**src/rtl/tile_l1_bank_mux.sv**
```systemverilog
// tile_l1_bank_mux: request-side front end of the banked L1 scratchpad.
// Decodes the instruction-fetch and data ports onto word-interleaved banks,
// arbitrates same-bank conflicts with a toggling fairness bit, and steers the
// one-cycle-latency bank read data back to the port that issued the request.
// Optional feature macro: ADDR_RANGE_CHECK_EN (out-of-range detection, err_o).
module tile_l1_bank_mux #(
   parameter int unsigned N_MEM_BANKS  = 16,
   parameter int unsigned N_WORDS_BANK = 1024,
   parameter logic [31:0] BASE_ADDR    = 32'h0000_0000
) (
   input  logic                                   clk_i,
   input  logic                                   rst_ni,
   input  logic                                   instr_req_i,
   output logic                                   instr_gnt_o,
   input  logic [31:0]                            instr_addr_i,
   output logic                                   instr_rvalid_o,
   output logic [31:0]                            instr_rdata_o,
   input  logic                                   data_req_i,
   output logic                                   data_gnt_o,
   input  logic                                   data_we_i,
   input  logic [3:0]                             data_be_i,
   input  logic [31:0]                            data_addr_i,
   input  logic [31:0]                            data_wdata_i,
   output logic                                   data_rvalid_o,
   output logic [31:0]                            data_rdata_o,
   output logic [N_MEM_BANKS-1:0]                 bank_req_o,
   output logic [N_MEM_BANKS-1:0]                 bank_we_o,
   output logic [4*N_MEM_BANKS-1:0]               bank_be_o,
   output logic [$clog2(N_WORDS_BANK)*N_MEM_BANKS-1:0] bank_addr_o,
   output logic [32*N_MEM_BANKS-1:0]              bank_wdata_o,
   input  logic [32*N_MEM_BANKS-1:0]              bank_rdata_i,
   output logic                                   err_o
);

   localparam int unsigned BW = $clog2(N_MEM_BANKS);
   localparam int unsigned RW = $clog2(N_WORDS_BANK);
   localparam logic [31:0] OOR_DATA = 32'hBADC_AB1E;

   logic [31:0]   i_off, d_off;
   logic [BW-1:0] i_bank, d_bank;
   logic [RW-1:0] i_row, d_row;
   logic          i_oor, d_oor;
   logic          i_act, d_act;
   logic          i_bank_req, d_bank_req;
   logic          conflict, i_win, d_win;

   logic          prio_q;
   logic          i_pend_q, d_pend_q;
   logic [BW-1:0] i_bank_q, d_bank_q;
   logic          i_oor_q, d_oor_q;
   logic          d_we_q;

   // Address decode: shifting the whole offset keeps the byte and alias bits
   // formally consumed while only the bank/row fields survive the casts.
   assign i_off  = instr_addr_i - BASE_ADDR;
   assign d_off  = data_addr_i - BASE_ADDR;
   assign i_bank = BW'(i_off >> 2);
   assign d_bank = BW'(d_off >> 2);
   assign i_row  = RW'(i_off >> (2 + BW));
   assign d_row  = RW'(d_off >> (2 + BW));

`ifdef ADDR_RANGE_CHECK_EN
   localparam logic [32:0] L1_BYTES = 33'(N_MEM_BANKS) * 33'(N_WORDS_BANK) * 33'd4;
   assign i_oor = ({1'b0, i_off} >= L1_BYTES);
   assign d_oor = ({1'b0, d_off} >= L1_BYTES);
`else
   assign i_oor = 1'b0;
   assign d_oor = 1'b0;
`endif

   // Requests are masked while reset is held so no grant or bank access leaks out.
   assign i_act      = instr_req_i & rst_ni;
   assign d_act      = data_req_i & rst_ni;
   assign i_bank_req = i_act & ~i_oor;
   assign d_bank_req = d_act & ~d_oor;
   assign conflict   = i_bank_req & d_bank_req & (i_bank == d_bank);
   assign i_win      = i_bank_req & (~conflict | prio_q);
   assign d_win      = d_bank_req & (~conflict | ~prio_q);

   assign instr_gnt_o = i_win | (i_act & i_oor);
   assign data_gnt_o  = d_win | (d_act & d_oor);

   // Steer each winning port onto its bank's request lines.
   always_comb begin
      bank_req_o   = '0;
      bank_we_o    = '0;
      bank_be_o    = '0;
      bank_addr_o  = '0;
      bank_wdata_o = '0;
      for (int unsigned b = 0; b < N_MEM_BANKS; b++) begin
         if (d_win && (d_bank == BW'(b))) begin
            bank_req_o[b]          = 1'b1;
            bank_we_o[b]           = data_we_i;
            bank_be_o[4*b +: 4]    = data_be_i;
            bank_addr_o[RW*b +: RW] = d_row;
            bank_wdata_o[32*b +: 32] = data_wdata_i;
         end else if (i_win && (i_bank == BW'(b))) begin
            bank_req_o[b]          = 1'b1;
            bank_be_o[4*b +: 4]    = 4'hF;
            bank_addr_o[RW*b +: RW] = i_row;
         end
      end
   end

   // Fairness bit and per-port response tracking, captured on grant.
   always_ff @(posedge clk_i or negedge rst_ni) begin
      if (!rst_ni) begin
         prio_q   <= 1'b0;
         i_pend_q <= 1'b0;
         d_pend_q <= 1'b0;
         i_bank_q <= '0;
         d_bank_q <= '0;
         i_oor_q  <= 1'b0;
         d_oor_q  <= 1'b0;
         d_we_q   <= 1'b0;
      end else begin
         if (conflict) prio_q <= ~prio_q;
         i_pend_q <= instr_gnt_o;
         d_pend_q <= data_gnt_o;
         i_bank_q <= i_bank;
         d_bank_q <= d_bank;
         i_oor_q  <= i_oor;
         d_oor_q  <= d_oor;
         d_we_q   <= data_we_i;
      end
   end

`ifdef ADDR_RANGE_CHECK_EN
   logic err_q;

   // Sticky error flag: any granted out-of-range access sets it until reset.
   always_ff @(posedge clk_i or negedge rst_ni) begin
      if (!rst_ni) err_q <= 1'b0;
      else         err_q <= err_q | (instr_gnt_o & i_oor) | (data_gnt_o & d_oor);
   end

   assign err_o = err_q;
`else
   assign err_o = 1'b0;
`endif

   // Response data: bank read data selected by the captured bank index.
   always_comb begin
      instr_rvalid_o = i_pend_q;
      data_rvalid_o  = d_pend_q;
      instr_rdata_o  = '0;
      data_rdata_o   = '0;
      if (i_pend_q) begin
         instr_rdata_o = i_oor_q ? OOR_DATA : bank_rdata_i[32*i_bank_q +: 32];
      end
      if (d_pend_q) begin
         if (d_oor_q)     data_rdata_o = OOR_DATA;
         else if (!d_we_q) data_rdata_o = bank_rdata_i[32*d_bank_q +: 32];
      end
   end

endmodule

```
**config.mk**
```make
export PLATFORM = sky130hd
export DESIGN_NAME = tile_l1_bank_mux
export DESIGN_NICKNAME = d
export VERILOG_FILES = /design/src/rtl/tile_l1_bank_mux.sv
export SDC_FILE = /design/constraint.sdc
export NUM_CORES = 1
export LEC_CHECK = 0
export CAP_MARGIN = 20
export CORE_AREA = 2 2 574 576
export CTS_CLUSTER_SIZE = 20
export DETAILED_ROUTE_END_ITERATION = 6
export DIE_AREA = 0 0 576 578
export GPL_ROUTABILITY_DRIVEN = 1
export PLACE_DENSITY = 0.3
export REMOVE_ABC_BUFFERS = 1
export SYNTH_ARGS = -nofsm -noshare
export SYNTH_HDL_FRONTEND = slang
export SYNTH_SLANG_ARGS = --single-unit
```
**constraint.sdc**
```tcl
create_clock -name clk_i -period 2.3 [get_ports clk_i]
set_input_delay 0.23 -clock clk_i [delete_from_list [all_inputs] [get_ports clk_i]]
set_output_delay 0.23 -clock clk_i [all_outputs]
set_load 0.005 [all_outputs]
```
==> key figures <==
Status
  – Status: complete, but fails checks
  – Failing checks: negative setup slack

Logic synthesis
  – Sequential share of the synthesized area: 2.17%
  – Syn. warnings: 0
  – Synth Cell Area: approximately 0.014 mm2
  – Mapped Cells: 1846
  – Distinct cell type count after synthesis: 36
  – Synth Flop Type: dfrtp_1
  – Async SR Flop Fraction: 100%
  – Syn_area_per_cell: about 7.5 um2
  – Register bit total from synthesis: 12
  – Post-synth EDFFs: 0

Power and ir drop
  – P_leak: 20.6 nW
  – Peak supply drop: 0.184 mV
  – PD cells: 162 mW/mm2
  – Total power: 7.59 mW

GRT
  – Vias in the first global route: about 28k
  – Total grt overflow: 0
  – First-pass GRT wire length: about 310 mm
  – Largest net degree at the start of global routing: 27
  – Initial antenna violation count: 109
  – Tot GR Track Use: between 10 and 15%

Clocking
  – CTS tree: built
  – CTS H-tree depth: 1
  – CTS buffer count: 3
  – Root Driver: clkbuf_16
  – Clock latency on the worst-skew pair: 0.25 ns
  – Reg clk slew, reported paths: 0.05 ns
  – Max clock buf depth: 2
  – Clock Sink Count: 12

Critical path
  – Crit Path Max Fanout: 10
  – Slowest CP cell: mux4_2
  – WP data required: 2.07 ns
  – Largest stage delay, worst path: 0.51 ns
  – Kind of cell adding the most delay to the critical path: buffers and inverters
  – Most used cell, CP: buf_12
  – Crit-path cells: buf_12 -> buf_12 -> buf_16 -> mux4_2 -> a22o_1 -> a221o_1 -> buf_12
  – WP buf/inv: 4
  – Crit. End Element: primary output
  – Worst Setup Path Type: flip-flop to primary output
  – Arrival time at the worst endpoint: ~2.5 ns
  – Startpoint types: flip-flop

Timing
  – Period minus WS final: ~2.7 ns
  – Worst Tran Pin Value: around 0.6 ns
  – RSZ-0062 raised after global routing: true
  – Final setup vio count: 664
  – Final worst slack: -0.448 ns
  – Crit share post-route: 119%
  – Max Fclk: 0.364 GHz
  – WHS: 0.175 ns
  – Slew headroom: 60.1%
  – Worst clock skew: 0.00176 ns
  – Final Hold Fails: 0
  – Slew Limit Fails: 0

Worst hold path
  – Hold Crit Class: input pin to asynchronous set/reset pin

Routing
  – Iter 0 DRT Violations: ~1.6k
  – Via count: 27.7k
  – DR WL/cell: 30.1 um
  – Via density: 3.23
  – Drt pass-1 iters: 6
  – DRT antenna net count: 0
  – Residual DRC count: 0
  – Total wire length: 258 mm

Die
  – Chip height: roughly 580 um
  – Die area: 0.333 mm2
  – Core Rows: 210
  – Width of the die: 576 um
  – Ports: 1454
  – Starting Density: 4.25%
  – Core Area: 0.326 mm2

Place
  – PortBufs: 1416
  – Placed cell areas: 0.0382 mm2
  – DPL Wire Length: about 210 mm
  – GP Congestion: roughly 0.88

Cells and area
  – Util after Layout: 14.4%
  – Final net count: approximately 4.8k
  – Share of layout cells above drive strength 1: 59.3%
  – Design area: 0.0469 mm2
  – Area growth syn-to-layout: 238%

Run
  – Max-Cap Viols: 0
[what timing repair did]
item,4_1_cts,5_1_grt
hold buffers,1,0
hold endpoints to repair,1,0
pin swaps,70,127
setup endpoints to repair,837,832
buffers inserted,246,342
gates resized for setup,1784,1533
gates cloned,44,23
[logic make-up after synthesis]
group | after synthesis | synth area share [%]
other cells | 1 | 0.0270
buf+inv | 240 | 8.46
xor+xnor | 5 | 0.316
compound gates | 368 | 18.6
simple gates | 877 | 25.2
flops | 12 | 2.17
mux | 343 | 45.2
[layout by cell type (no fill, tap or decap), types with 142 or more instances in the layout]
cell type and n:
buf_4 647, clkdlybuf4s50_1 570, nor2_1 378, buf_2 348, buf_6 300, nand2_1 251, mux4_2 227, buf_12 224
clkbuf_2 169, dlymetal6s2s_1 142
[path summary, 6_finish.rpt]
path,start,end,slack (ns),cells past startpoint
hold reg to reg,prio_q,prio_q,0.70,3
setup / recovery,d_bank_q[0],data_rdata_o[29],-0.45,7
min in group clk_i,data_addr_i[5],d_bank_q[3],0.30,2
hold / removal,rst_ni,i_bank_q[3],0.17,3
setup reg to reg,prio_q,instr_rvalid_o,0.95,7
max in group asynchronous,rst_ni,prio_q,1.48,3
[report_power, final]
| part | switching, mW | leakage [nW] | internal, mW | total (mW) |
|---|---|---|---|---|
| clock network | 0.115 | 0.0444 | 0.264 | 0.380 |
| registers | 0.0199 | 0.136 | 0.233 | 0.253 |
| logic | 3.27 | 20.5 | 3.69 | 6.96 |
| total | 3.41 | 20.6 | 4.18 | 7.59 |
[worst min-delay path, cell delays in order]
cell             delay [ns]
clkdlybuf4s15_2        0.20
buf_12                 0.12
buf_4                  0.22
[flip-flops by register name (all words and copies together) (netlist names)]
name            count
instr_rvalid_o      1
d_we_q              1
d_bank_q            4
i_bank_q            4
data_rvalid_o       1
prio_q              1
[cells in the mapped netlist (all sizes together), types with 2 or more instances]
cell | number | area (um2)
o211ai | 8 | 60.1
and2 | 7 | 43.8
and3 | 16 | 100
inv | 2 | 7.51
nor3 | 3 | 15.0
a211oi | 12 | 90.1
nand4 | 8 | 50.1
a22oi | 15 | 113
or2 | 2 | 12.5
nand2 | 266 | 998
nor2 | 537 | 2020
dfrtp | 12 | 300
mux2i | 116 | 1160
nand2b | 6 | 37.5
buf | 169 | 907
o31ai | 6 | 45.0
o311ai | 8 | 133
nor4b | 6 | 52.6
a221o | 21 | 210
clkbuf | 69 | 259
a22o | 15 | 131
nor2b | 21 | 131
xnor2 | 5 | 43.8
o22ai | 275 | 1720
mux4 | 227 | 5110
a32oi | 8 | 70.1
[metal layers]
layer / up-vias / global-route usage (%) / wire length [um]
li1: 11800 / - / -
met1: 13900 / 15.2 / 92200
met2: 1629 / 26.8 / 133000
met3: 394 / 3.95 / 20000
met4: 38 / 5.67 / 12600
met5: - / 0 / 268
[per-stage QoR]
step,setup slack [ns],TNS (ns),std cells
after floorplan,-10.21,-4961.44,1608
after global placement,-1.65,-1080.26,7955
after detailed placement,-1.61,-1058.74,7955
after CTS,-0.553,-235.41,8242
after global routing,-0.495,-155.46,8563
final,-0.448,-81.40,8570
[cell type report]
cell class / instances / area (um2)
Tap cell: 4346 / 5440
Antenna cell: 44 / 110
Sequential cell: 12 / 323
Timing Repair Buffer: 2568 / 26000
Fill cell: 37400 / 279000
Clock buffer: 4 / 88.8
Inverter: 2 / 7.51
Multi-Input combinational cell: 1594 / 14900
(Power assumes the default switching activity.)
